===== config.mk =====
export PLATFORM = sky130hd
export DESIGN_NAME = scazator_serial_8b
export DESIGN_NICKNAME = d
export VERILOG_FILES = /design/src/rtl/scazator_serial_8b.sv
export SDC_FILE = /design/constraint.sdc
export NUM_CORES = 1
export LEC_CHECK = 0
export CAP_MARGIN = 20
export CORE_MARGIN = 10
export CORE_UTILIZATION = 58
export CTS_BUF_LIST = sky130_fd_sc_hd__clkbuf_2
export DETAILED_ROUTE_END_ITERATION = 6
export PLACE_DENSITY = 0.86
export SLEW_MARGIN = 0
export SYNTH_ARGS = -nofsm -noshare
export SYNTH_HDL_FRONTEND = slang
export SYNTH_SLANG_ARGS = --single-unit

===== constraint.sdc =====
create_clock -name clk -period 3.3 [get_ports clk]
set_input_delay 0.66 -clock clk [delete_from_list [all_inputs] [get_ports clk]]
set_output_delay 0.66 -clock clk [all_outputs]
set_load 0.005 [all_outputs]

===== src/rtl/scazator_serial_8b.sv =====
// Bit-serial subtractor: in0 - in1 - borrow_in, one bit per clock, LSB first.
// Define SCAZATOR_OVERFLOW_EN to add the signed-overflow output.
module scazator_serial_8b #(
  parameter int WIDTH = 8
) (
  input  logic             clk,
  input  logic             rst_n,
  input  logic             start,
  input  logic             borrow_in,
  input  logic [WIDTH-1:0] in0,
  input  logic [WIDTH-1:0] in1,
  output logic             busy,
  output logic             done,
  output logic [WIDTH-1:0] out,
`ifdef SCAZATOR_OVERFLOW_EN
  output logic             overflow,
`endif
  output logic             borrow_out
);

  localparam int CW = $clog2(WIDTH);
  localparam logic [CW-1:0] LAST = CW'(WIDTH - 1);

  typedef enum logic [1:0] {IDLE, SHIFT, DONE} state_t;

  state_t           state;
  state_t           state_nx;
  logic [WIDTH-1:0] a;
  logic [WIDTH-1:0] b;
  logic [WIDTH-2:0] p;
  logic [WIDTH-1:0] sh;
  logic [CW-1:0]    cnt;
  logic             br;
  logic             br_nx;
  logic             d;
  logic             last;
  logic             accept;

  assign d      = a[0] ^ b[0] ^ br;
  assign br_nx  = (~a[0] & b[0]) | (~(a[0] ^ b[0]) & br);
  assign sh     = {d, p};
  assign last   = (cnt == LAST);
  assign busy   = (state == SHIFT);
  assign done   = (state == DONE);
  // IDLE and DONE both accept a new request
  assign accept = start && (state != SHIFT);

  always_comb begin
    state_nx = state;
    unique case (state)
      IDLE:    if (start) state_nx = SHIFT;
      SHIFT:   if (last) state_nx = DONE;
      DONE:    state_nx = start ? SHIFT : IDLE;
      default: state_nx = IDLE;
    endcase
  end

  always_ff @(posedge clk or negedge rst_n) begin
    if (!rst_n) state <= IDLE;
    else        state <= state_nx;
  end

  always_ff @(posedge clk or negedge rst_n) begin
    if (!rst_n) begin
      a          <= '0;
      b          <= '0;
      p          <= '0;
      br         <= 1'b0;
      cnt        <= '0;
      out        <= '0;
      borrow_out <= 1'b0;
    end else if (accept) begin
      a   <= in0;
      b   <= in1;
      br  <= borrow_in;
      p   <= '0;
      cnt <= '0;
    end else if (busy) begin
      a   <= a >> 1;
      b   <= b >> 1;
      p   <= sh[WIDTH-1:1];
      br  <= br_nx;
      cnt <= cnt + CW'(1);
      if (last) begin
        out        <= sh;
        borrow_out <= br_nx;
      end
    end
  end

`ifdef SCAZATOR_OVERFLOW_EN
  logic a_msb;
  logic b_msb;

  always_ff @(posedge clk or negedge rst_n) begin
    if (!rst_n) begin
      a_msb    <= 1'b0;
      b_msb    <= 1'b0;
      overflow <= 1'b0;
    end else if (accept) begin
      a_msb <= in0[WIDTH-1];
      b_msb <= in1[WIDTH-1];
    end else if (busy && last) begin
      overflow <= (a_msb != b_msb) && (d != a_msb);
    end
  end
`endif

endmodule


## Word-level counts from Yosys, hierarchy flattened

Index checks and enable logic that the tools add are counted.

- Equal/unequal tests: 6
- Reduce and logical (&&, ||, !) cells: 5
- Bitwise logic cells: 8
- Muxes and demuxes: 14
- Add/subtract/negate cells: 1

Operators with widths:

| kind | number |
|---|---|
| two-way mux 8 bit | 4 |
| two-way mux 7 bit | 2 |
| two-way mux 3 bit | 2 |
| one-hot mux 2 bit (3 select lines) | 1 |
| two-way mux 2 bit | 2 |
| inequality test 2 x 1 -> 1 bit (second input constant) | 2 |
| adder 3 x 1 -> 3 bit (second input constant) | 1 |
| equality test 3 bit (second input constant) | 1 |
| two-way mux 1 bit | 3 |
| NOT 1 bit | 3 |
| AND reduction 3 bit | 1 |
| bitwise AND 1 bit | 2 |
| equality test 2 x 1 -> 1 bit (second input constant) | 1 |
| equality test 2 bit (second input constant) | 1 |
| zero test 2 bit | 1 |
| inequality test 2 bit (second input constant) | 1 |
| AND reduction 2 bit | 1 |
| nonzero test 2 bit | 1 |
| bitwise XOR 1 bit | 2 |
| logical AND 1 bit | 1 |
| OR 1 bit | 1 |

- Bits of input ports: 20
- Output and inout port bits: 11
- Flip-flop bits (word level): 38

## Logic depth before layout (Yosys ltp)

Gate-level depths: netlist (run 1).

- Depth in word-level cells: 6
- Depth in mapped cells: 5

## Worst setup path after synthesis (run 1)

OpenSTA, ideal clock, no wires.

- Path type: in2reg
- Start point: input port start
- End point: register a[3]
- Setup slack: 1.729 ns
- Required time: 3.175 ns
- Cell stages on the path: 4
- Path buffers: 2
- Data arrival time: 1.446 ns
- Path through: buf_6 > buf_8 > mux2_4 > mux2_4

- Longest elaborated chain between the ends: 2

Ends and longest elaborated chain:

| element | line | RTL |
|---|---|---|
| start, declared | 8 | `input logic start,` |
| logical AND 1 bit * | 46 | `assign accept = start && (state != SHIFT);` |
| two-way mux 8 bit or nonzero test 2 bit (tied branches) | -- |  |
| end signal, assigned | 73 | `a <= in0;` |
| end signal, assigned | 79 | `a <= a >> 1;` |
| end, declared | 28 | `logic [WIDTH-1:0] a;` |

Every way passes the cells marked *; elsewhere a longest branch is shown, timed or not.
A chain may end at the register's enable or synchronous reset.

## Final worst setup path (run 1)

- Start point: register state[1]
- End point: output port busy

- Longest elaborated chain between the ends: 1

Ends and longest elaborated chain:

| element | line | RTL |
|---|---|---|
| start, declared | 26 | `state_t state;` |
| start signal, assigned | 60 | `else state <= state_nx;` |
| equality test 2 x 1 -> 1 bit | 43 | `assign busy = (state == SHIFT);` |
| end, declared | 12 | `output logic busy,` |

Every way passes these cells.

==> results by group, run 1 <==
Floorplan
  • Starting density of the core: 59.75%
  • Die Y: 75.62 µm
  • # IOs: 31
  • Row cnt: 20
  • Core box area: 3003 µm²
  • Full die area: 5718 µm²
  • Width of the die: 75.62 µm

Clocking
  • CTS tree: yes
  • Total CTS buffers: 5
  • Cts repair resizes: 0
  • # clock sinks: 38
  • # Post-CTS Setup Buffers: 0
  • Root Buffer: clkbuf_2
  • Worst-Skew Late Latency: 0.38 ns
  • Clock buffer depth: 2
  • Clk slew on worst S/H paths: 0.18 ns
  • CTS HTree Levels: 2
  • Cts hold-fix bufs: 0

GRT
  • Met2 Usage GRT: 19.26%
  • Met1 usage: 13.97%
  • Largest net degree at the start of global routing: 39
  • Initial antenna violation count: 0
  • GR peak layer: met2
  • Met3 Use GR: 5.599%
  • All-Layer GR Usage: 11.93%
  • Vias in the first global route: 1,129
  • First-pass GRT wire length: 5175 µm
  • Remaining Overflow, GRT: 0

Pwr
  • Psw: 502.3 µW
  • Pint: 1191 µW
  • Pwr Density: 802.0 nW/µm²
  • Worst IR Drop VDD: 0.0005362 V
  • Switching Fraction: 29.67%
  • Reg power frac: 46.1%
  • Pleak: 0.001006 µW
  • Comb power frac: 43.0%
  • Total power: 1693 µW
  • Clock share of power: 10.9%

Synth
  • Post-synthesis cell count: 121
  • Syn_nets: 144
  • Netlist cell types: 16
  • Cell area after technology mapping: 1794 µm²
  • Post-synth top cells: 38 x dfrtp_1, 33 x mux2_2, 12 x mux2_4
  • FFs w/ async S/R, synth: 100.0%
  • Seq cells post-synth: 38
  • Cell taking the most area after synthesis: dfrtp_1
  • Avg Cell Area, Syn: 14.83 µm²
  • Post-synth EDFFs: 0
  • Post-synth top flop: dfrtp_1
  • Share of the synthesized area in the top cell type: 53.00%
  • Top post-synthesis cells by area: dfrtp_1 53%, mux2_2 21%, mux2_4 10%
  • Yosys warning count: 0
  • Count leader, synth: dfrtp_1
  • Seq/Total Area, Yosys: 53.00%

Critical path
  • Crit path largest cell delay: 0.52 ns
  • Setup CP Type: reg -> out
  • Worst setup SP type: flip-flop
  • CP Max Fanout: 3
  • CP required: 2.64 ns
  • Worst Setup End Kind: output pin
  • Slowest cell on crit path: clkdlybuf4s50_1
  • Worst reg2reg setup slack: 1.58 ns
  • Critical Path AT: 1.60 ns
  • Critical-path cell list: nand2b_1 -> inv_1 -> clkdlybuf4s50_1

Detailed routing
  • Final ANT Viol Nets: 0
  • Drc violations: 0
  • Drt pass-1 iters: 4
  • DR iter-0 viols: 45
  • DR vias/cell: 5.335
  • Wire per inst: 16.05 µm
  • Via count: 987
  • Drt total wl: 2969 µm

Run status
  • Outcome: finished clean

Timing
  • Final setup vio count: 0
  • Final hold vios: 0
  • Final period utilization: 68.44%
  • RSZ-0062 raised after global routing: false
  • Tightest Pin Transition: 0.8275 ns
  • Minimum clock period: 2.259 ns
  • Fmax: 442.8 MHz
  • Clock Skew: 0.01517 ns
  • Setup tns final: 0 ns
  • Slew Viols, Final: 0
  • Headroom to the max-slew limit: 44.83%

Finish
  • Final core occ: 70.29%
  • Inserted Diodes: 0
  • Non-filler cells in the finished layout: 185
  • Post-route cell area: 2111 µm²
  • Area Growth Syn to Fin: 17.64%
  • Final layout net count: 176
  • Layout cells sized above 1: 34.87%

Place
  • Post-detail-place hpwl: 2147 µm
  • Final GP Congestion: 0.7191
  • Placed Area: 2082 µm²
  • PortBufs: 30
  • Dpl cells: 179

Run
  • Max-cap violations: 0

Min path
  • Min-Delay Path Class: in -> async
## routing by layer
metal	share of wire (%)	vias to the layer above	wire length, µm
met5	0	-	0
met4	0.84	0	25
met1	43	484	1270
met2	48	31	1435
met3	8.0	2	237
li1	-	470	-
## critical path: cells and delay by family (launching register included)
kind	cells	cell delay, ns
DFF	1	0.42
and+or+nand+nor	1	0.17
buffers and inverters	2	0.63
## per-stage QoR
| stage | setup WS, ns | hold slack (ns) |
|---|---|---|
| after global routing | 0.9430 | 0.3735 |
| final | 1.041 | 0.3516 |
| after CTS | 1.015 | 0.3642 |
| after global placement | 1.113 | 0.4675 |
| after detailed placement | 1.070 | 0.4818 |
| after floorplan | 1.729 | 0.3644 |
## power by group through the flow
stage | sequential [µW] | clock [µW] | combinational [µW]
finish | 781 | 184 | 728
global route | 815 | 209 | 807
CTS | 786 | 187 | 746
detailed placement | 796 | 0 | 743
global placement | 786 | 0 | 706
floorplan | 770 | 0 | 535
## cell type report
cell class	count	area (µm²)
clock buffer	5	25.02
multi-input combinational	70	757.0
clock inverter	1	3.754
timing repair buffer	32	310.3
tap	33	41.29
inverter	6	22.52
fill	222	892.1
sequential	38	950.9
## sequential cells by signal, summed over array words and instances, names as in the netlist
name / flops
a: 8
b: 8
borrow_out: 1
br: 1
cnt: 3
out: 8
p: 7
state: 2
## worst paths after layout
check | startpoint | to | depth (start not counted)
hold / removal | rst_n | state[1] | 1
setup / recovery | state[1] | busy | 3
min in group clk | cnt[0] | cnt[0] | 1
max in group asynchronous | rst_n | p[3] | 1
setup reg to reg | cnt[0] | out[4] | 4
hold reg to reg | cnt[0] | cnt[0] | 1
## cells by family (layout without fill, tap and decap cells)
logic type               after synthesis  count (layout)  share of synthesized area [%]
buffers and inverters                 13              44                          4.811
AND/OR/NAND/NOR                       15              15                          5.230
adder cells (fa/ha/maj)                3               3                          2.510
multiplexers                          51              51                          34.10
flip-flops                            38              38                          53.00
AO/OA/AOI/OAI                          1               1                         0.3489
## layout by cell type, fill, tap and decap left out
cell type        count
and2b_1              3
mux2_2              33
nand2b_1             2
buf_2                1
buf_4                2
nor2b_1              7
fa_1                 1
dfrtp_1             38
ha_1                 2
nand3b_1             1
mux2i_1              6
nor2_1               2
clkdlybuf4s50_1     29
clkinv_1             1
o22ai_1              1
mux2_4              12
clkbuf_2             5
inv_1                6
Note: power is estimated with default switching activity, not from simulation.
==> inputs of run 2 (changes only) <==
--- a/config.mk
+++ b/config.mk
@@ -7,10 +7,10 @@
 export LEC_CHECK = 0
 export CAP_MARGIN = 20
 export CORE_MARGIN = 10
-export CORE_UTILIZATION = 58
+export CORE_UTILIZATION = 49
 export CTS_BUF_LIST = sky130_fd_sc_hd__clkbuf_2
 export DETAILED_ROUTE_END_ITERATION = 6
-export PLACE_DENSITY = 0.86
+export PLACE_DENSITY = 0.78
 export SLEW_MARGIN = 0
 export SYNTH_ARGS = -nofsm -noshare
 export SYNTH_HDL_FRONTEND = slang
==> constraint.sdc (replaced) <==
create_clock -name clk -period 2 [get_ports clk]
set_input_delay 0.4 -clock clk [delete_from_list [all_inputs] [get_ports clk]]
set_output_delay 0.4 -clock clk [all_outputs]
set_load 0.005 [all_outputs]
==> run 2 against run 1 <==
Against the previous run: sequential power up 64%; final cell count up 9.2%; hold slack worse by 0.33 ns; flip-flop and latch count unchanged; critical path type unchanged; cell area up 3.1%.
==> results by group, run 2 (same netlist as run 1, synthesis figures left out) <==
GRT
  • Largest net degree at the start of global routing: 39
  • Met2 Usage GRT: 15.92%
  • Remaining Overflow, GRT: 0
  • Met1 usage: 11.19%
  • First-pass GRT wire length: 5078 µm
  • GR peak layer: met2
  • All-Layer GR Usage: 9.995%
  • Met3 Use GR: 4.009%
  • Vias in the first global route: 1,108
  • Initial antenna violation count: 0

Critical path
  • Crit path to: done
  • R2r endpoint: out[5]
  • Worst setup SP type: flip-flop
  • R2R Path Start: cnt[0]
  • CP Max Fanout: 3
  • Critical-path cell list: nor2b_1 -> clkdlybuf4s50_1
  • Buf/Inv on CP: 1
  • Crit path largest cell delay: 0.52 ns
  • CP required: 1.60 ns
  • FF-to-FF path depth: 4
  • Top delay family on crit path: buffers and inverters
  • Worst Setup End Kind: output pin
  • Worst Setup SP: state[1]
  • Critical path depth in cells: 2
  • Worst reg2reg setup slack: 0.31 ns
  • Setup CP Type: reg -> out
  • Critical Path AT: 1.47 ns
  • Slowest cell on crit path: clkdlybuf4s50_1

Finish
  • Biggest regs: a x8, b x8, out x8
  • Final core occ: 63.21%
  • Most common cell after layout, fill and taps aside: dfrtp_1
  • Most frequent cells in the layout: 37 x dfrtp_1, 33 x mux2_2, 28 x clkdlybuf4s50_1, 12 x mux2_4, 7 x nor2b_1
  • Layout cells sized above 1: 38.46%
  • Final layout net count: 178
  • Area Growth Syn to Fin: 21.27%
  • Inserted Diodes: 0

Detailed routing
  • DR vias/cell: 4.921
  • DR iter-0 viols: 26
  • Via count: 994
  • Drt pass-1 iters: 3
  • Drt total wl: 2927 µm
  • Wire per inst: 14.49 µm
  • Drc violations: 0
  • Final ANT Viol Nets: 0

Timing
  • Final setup vio count: 0
  • RSZ-0062 raised after global routing: false
  • Fmax: 533.8 MHz
  • Final period utilization: 93.67%
  • Clock Skew: 0.02168 ns
  • Minimum clock period: 1.873 ns
  • Tightest Pin Transition: 0.4828 ns
  • Slew Viols, Final: 0
  • Setup tns final: 0 ns
  • Headroom to the max-slew limit: 67.71%
  • Final hold vios: 0

Clocking
  • Clk slew on worst S/H paths: 0.18 ns
  • CTS tree: yes
  • # clock sinks: 38
  • CTS HTree Levels: 2
  • Root Buffer: clkbuf_2
  • Total CTS buffers: 5
  • Worst-Skew Late Latency: 0.38 ns
  • Clock buffer depth: 2

Floorplan
  • Width of the die: 80.51 µm
  • Die Y: 80.51 µm
  • # IOs: 31
  • Core box area: 3442 µm²
  • Full die area: 6482 µm²
  • Starting density of the core: 52.13%
  • Row cnt: 21

Pwr
  • Worst IR Drop VDD: 0.0005832 V
  • Total power: 2849 µW
  • Pleak: 0.001034 µW
  • Pwr Density: 1310 nW/µm²

Place
  • PortBufs: 30
  • Post-detail-place hpwl: 2142 µm
  • Final GP Congestion: 0.7535

Run
  • Max-cap violations: 0

Min path
  • Min-Delay Path Class: in -> async

Run status
  • Outcome: finished clean
==> run 2: worst min-delay path by stage <==
stage | startpoint | to | slack (ns) | cells after the start
floorplan | rst_n | a[0] | 0.10 | 0
global route | rst_n | b[0] | 0.03 | 2
detailed placement | rst_n | borrow_out | 0.47 | 2
CTS | rst_n | borrow_out | 0.02 | 2
finish | rst_n | b[0] | 0.02 | 2
global placement | rst_n | out[7] | 0.47 | 2
==> run 2: layout make-up <==
| type | count | area, µm² |
|---|---|---|
| Fill cell | 278 | 1266 |
| Inverter | 6 | 22.52 |
| Tap cell | 46 | 57.56 |
| Multi-Input combinational cell | 70 | 764.5 |
| Clock buffer | 6 | 30.03 |
| Sequential cell | 38 | 952.2 |
| Clock inverter | 2 | 8.758 |
| Timing Repair Buffer | 34 | 340.3 |
==> run 2: per-layer routing <==
layer  vias up  share of wire [%]
li1        481                  -
met1       481                 43
met2        28                 48
met3         4                8.0
met4         0                1.1
met5         -                  0
==> run 2: stage by stage <==
stage	hold WS, ns	std cells	area, µm²	setup slack (ns)
after CTS	0.01535	201	2165	0.02066
after floorplan	0.1044	121	1794	0.5163
after global routing	0.03003	202	2176	0.02867
final	0.02318	202	2176	0.1266
after detailed placement	0.4744	193	2118	0.1288
after global placement	0.4687	193	2118	0.1729
==> run 2: where the power goes <==
| part | internal [µW] | switching [µW] |
|---|---|---|
| Clock | 86.0 | 234 |
| Sequential | 1110 | 177 |
| Combinational | 814 | 432 |
| Total | 2010 | 842 |
==> run 2: what timing repair did <==
item                                    4_1_cts  5_1_grt
resized for setup                             2        2
pin swaps                                     0        0
setup buffers                                 0        1
endpoints found under the setup margin        1        2
hold buffers                                  0        0
==> inputs of run 3 (changes only) <==
--- a/config.mk
+++ b/config.mk
@@ -5,12 +5,13 @@
 export SDC_FILE = /design/constraint.sdc
 export NUM_CORES = 1
 export LEC_CHECK = 0
+export ABC_AREA = 1
 export CAP_MARGIN = 20
 export CORE_MARGIN = 10
 export CORE_UTILIZATION = 49
 export CTS_BUF_LIST = sky130_fd_sc_hd__clkbuf_2
 export DETAILED_ROUTE_END_ITERATION = 6
-export PLACE_DENSITY = 0.78
+export PLACE_DENSITY = 0.77
 export SLEW_MARGIN = 0
 export SYNTH_ARGS = -nofsm -noshare
 export SYNTH_HDL_FRONTEND = slang
==> run 3 against run 2 <==
Against the previous run: non-clock buffer count up 1; via count rose by 36%; register-to-register slack improved by 0.38 ns; final cell count rose by 32%; highest routed layer unchanged.
==> results by group, run 3 <==
Run status
  • Outcome: finished clean

Clocking
  • Total CTS buffers: 5
  • Worst-Skew Late Latency: 0.39 ns
  • CTS tree: yes
  • # clock sinks: 38
  • CTS HTree Levels: 2
  • Clk slew on worst S/H paths: 0.18 ns
  • Clock buffer depth: 2
  • Root Buffer: clkbuf_2

Finish
  • Biggest regs: a x8, b x8, out x8
  • Filler cells: 357
  • Multi-input gate area in the final layout: 733.2 µm²
  • Inserted Diodes: 0
  • Most frequent cells in the layout: 62 x nand2_1, 40 x nand3_1, 38 x dfrtp_1, 29 x clkdlybuf4s50_1, 19 x nand3_2
  • Most common cell after layout, fill and taps aside: nand2_1
  • Layout cells sized above 1: 18.26%
  • Register Area: 950.9 µm²
  • Non-filler cells in the finished layout: 267
  • Final layout net count: 241
  • Area Growth Syn to Fin: 18.04%

Place
  • Dpl cells: 258
  • Post-detail-place hpwl: 2464 µm
  • Place WS: 0.3905 ns
  • Final GP Congestion: 0.7495
  • PortBufs: 30

Synth
  • Cell taking the most area after synthesis: dfrtp_1
  • Share of the synthesized area in the top cell type: 51.74%
  • Post-synthesis cell count: 187
  • Top post-synthesis cells by area: dfrtp_1 52%, nand2_1 13%, nand3_1 11%
  • Mux share of post-synthesis cell area: 0%
  • Seq cells post-synth: 38
  • Netlist cell types: 18
  • Largest family of logic cells by synthesized area: simple AND/OR/NAND/NOR gates
  • Synth Area in XOR/XNOR: 0%
  • Cell area after technology mapping: 1838 µm²
  • Post-synth top flop: dfrtp_1
  • Avg Cell Area, Syn: 9.829 µm²
  • Yosys warning count: 0
  • Syn_nets: 210
  • Post-synth top cells: 62 x nand2_1, 40 x nand3_1, 38 x dfrtp_1
  • Count leader, synth: nand2_1
  • Compound-gate portion of the synthesized area: 0.8169%
  • FFs w/ async S/R, synth: 100.0%
  • Seq/Total Area, Yosys: 51.74%
  • Post-synth EDFFs: 0
  • Post-Synth Simple-Gate Area: 36.49%
  • Synth Area in Adders: 2.451%

Run
  • Max-cap violations: 0

Timing
  • Setup ws final: 0.1058 ns
  • Clock Skew: 0.01294 ns
  • Final hold vios: 0
  • Headroom to the max-slew limit: 64.12%
  • Slew Viols, Final: 0
  • Tightest Pin Transition: 0.5375 ns
  • Final period utilization: 94.71%
  • Final setup vio count: 0
  • Setup tns final: 0 ns
  • Fmax: 527.9 MHz
  • Minimum clock period: 1.894 ns
  • RSZ-0062 raised after global routing: false

Critical path
  • Slowest cell on crit path: clkdlybuf4s50_1
  • Critical-path cell list: inv_2 -> nor2_4 -> clkdlybuf4s50_1
  • Setup CP Type: reg -> out
  • Worst setup SP type: flip-flop
  • CP required: 1.60 ns
  • Crit path largest cell delay: 0.51 ns
  • Critical Path AT: 1.49 ns
  • CP Max Fanout: 4
  • FF-to-FF path depth: 6
  • Worst Setup End Kind: output pin

Floorplan
  • Row cnt: 22
  • Core box area: 3633 µm²
  • Full die area: 6601 µm²
  • Width of the die: 81.25 µm
  • Starting density of the core: 50.59%
  • # IOs: 31
  • Die Y: 81.25 µm

Detailed routing
  • Drt total wl: 3501 µm
  • Drt pass-1 iters: 4
  • Via count: 1,353
  • DR iter-0 viols: 84
  • Wire per inst: 13.11 µm
  • Final ANT Viol Nets: 0
  • DR vias/cell: 5.067
  • Drc violations: 0

Pwr
  • Pwr Density: 1301 nW/µm²
  • Worst IR Drop VDD: 0.0004275 V
  • Pleak: 0.001034 µW

GRT
  • Largest net degree at the start of global routing: 40
  • First-pass GRT wire length: 5954 µm
  • All-Layer GR Usage: 11.42%
  • Initial antenna violation count: 0
  • Vias in the first global route: 1,317
  • Remaining Overflow, GRT: 0

Min path
  • Min-Delay Path Class: in -> async
-- run 3: cell types whose count changed after synthesis, moves of 3 or more --
cell / change
nand3_2: +19
nand2_1: +62
mux2i_1: -6
nor2b_1: -7
mux2_4: -12
mux2_2: -33
nand3_1: +40
inv_2: +3
and2b_1: -3
buf_12: +3
-- run 3: final timing paths --
path	from	end	slack, ns
worst min-delay path	rst_n	out[5]	0.46
min in group clk	out[7]	out[7]	0.50
worst max-delay path	state[0]	busy	0.11
max in group asynchronous	rst_n	cnt[2]	1.07
worst max register to register	state[0]	out[2]	0.69
worst min register to register	out[7]	out[7]	0.50
-- run 3: logic make-up after synthesis --
kind of cell	count (synthesis)
flip-flops	38
buffers and inverters	18
AND/OR/NAND/NOR	126
adder cells (fa/ha/maj)	3
AO/OA/AOI/OAI	2
-- run 3: layout make-up --
type                            count  area share, %
Sequential cell                    38          43.83
Clock inverter                      2         0.4037
Timing Repair Buffer               35          16.61
Clock buffer                        6          1.384
Inverter                            7          1.211
Multi-Input combinational cell    131          33.79
Tap cell                           48          2.768
-- run 3: critical path: cells and delay by family, from the launching register on --
family	cells	cell delay, ns
buffers and inverters	2	0.57
flip-flops	1	0.46
AND/OR/NAND/NOR	1	0.09
-- run 3: timing repair --
action,CTS,global route
hold buffers,1,0
setup endpoints to repair,0,1
buffers inserted,0,0
resized for setup,0,1
endpoints found under the hold margin,19,0
-- run 3: per-stage QoR --
stage | util, % | hold WS, ns | power [µW] | cell area [µm²]
6_report | 59.71 | 0.4610 | 2824 | 2170
5_1_grt | 59.71 | 0.5142 | 3045 | 2170
4_1_cts | 59.64 | 0.4610 | 2862 | 2167
3_5_place_dp | 58.30 | 0.3800 | 2534 | 2118
3_3_place_gp | 58.30 | 0.3782 | 2486 | 2118
2_1_floorplan | - | 0.1044 | 2228 | 1838
-- run 3: routing by layer --
metal  up-vias  part of all wire, %  track usage (%)
met5         -                    0                0
met4         0                  2.0            6.228
met3         7                  5.1            2.649
met2        28                   51            19.27
met1       644                   42            13.13
li1        674                    -                -
-- run 3: power breakdown --
group          internal, µW  switching [µW]
clock network          85.9             242
logic                   551             641
registers              1090             209
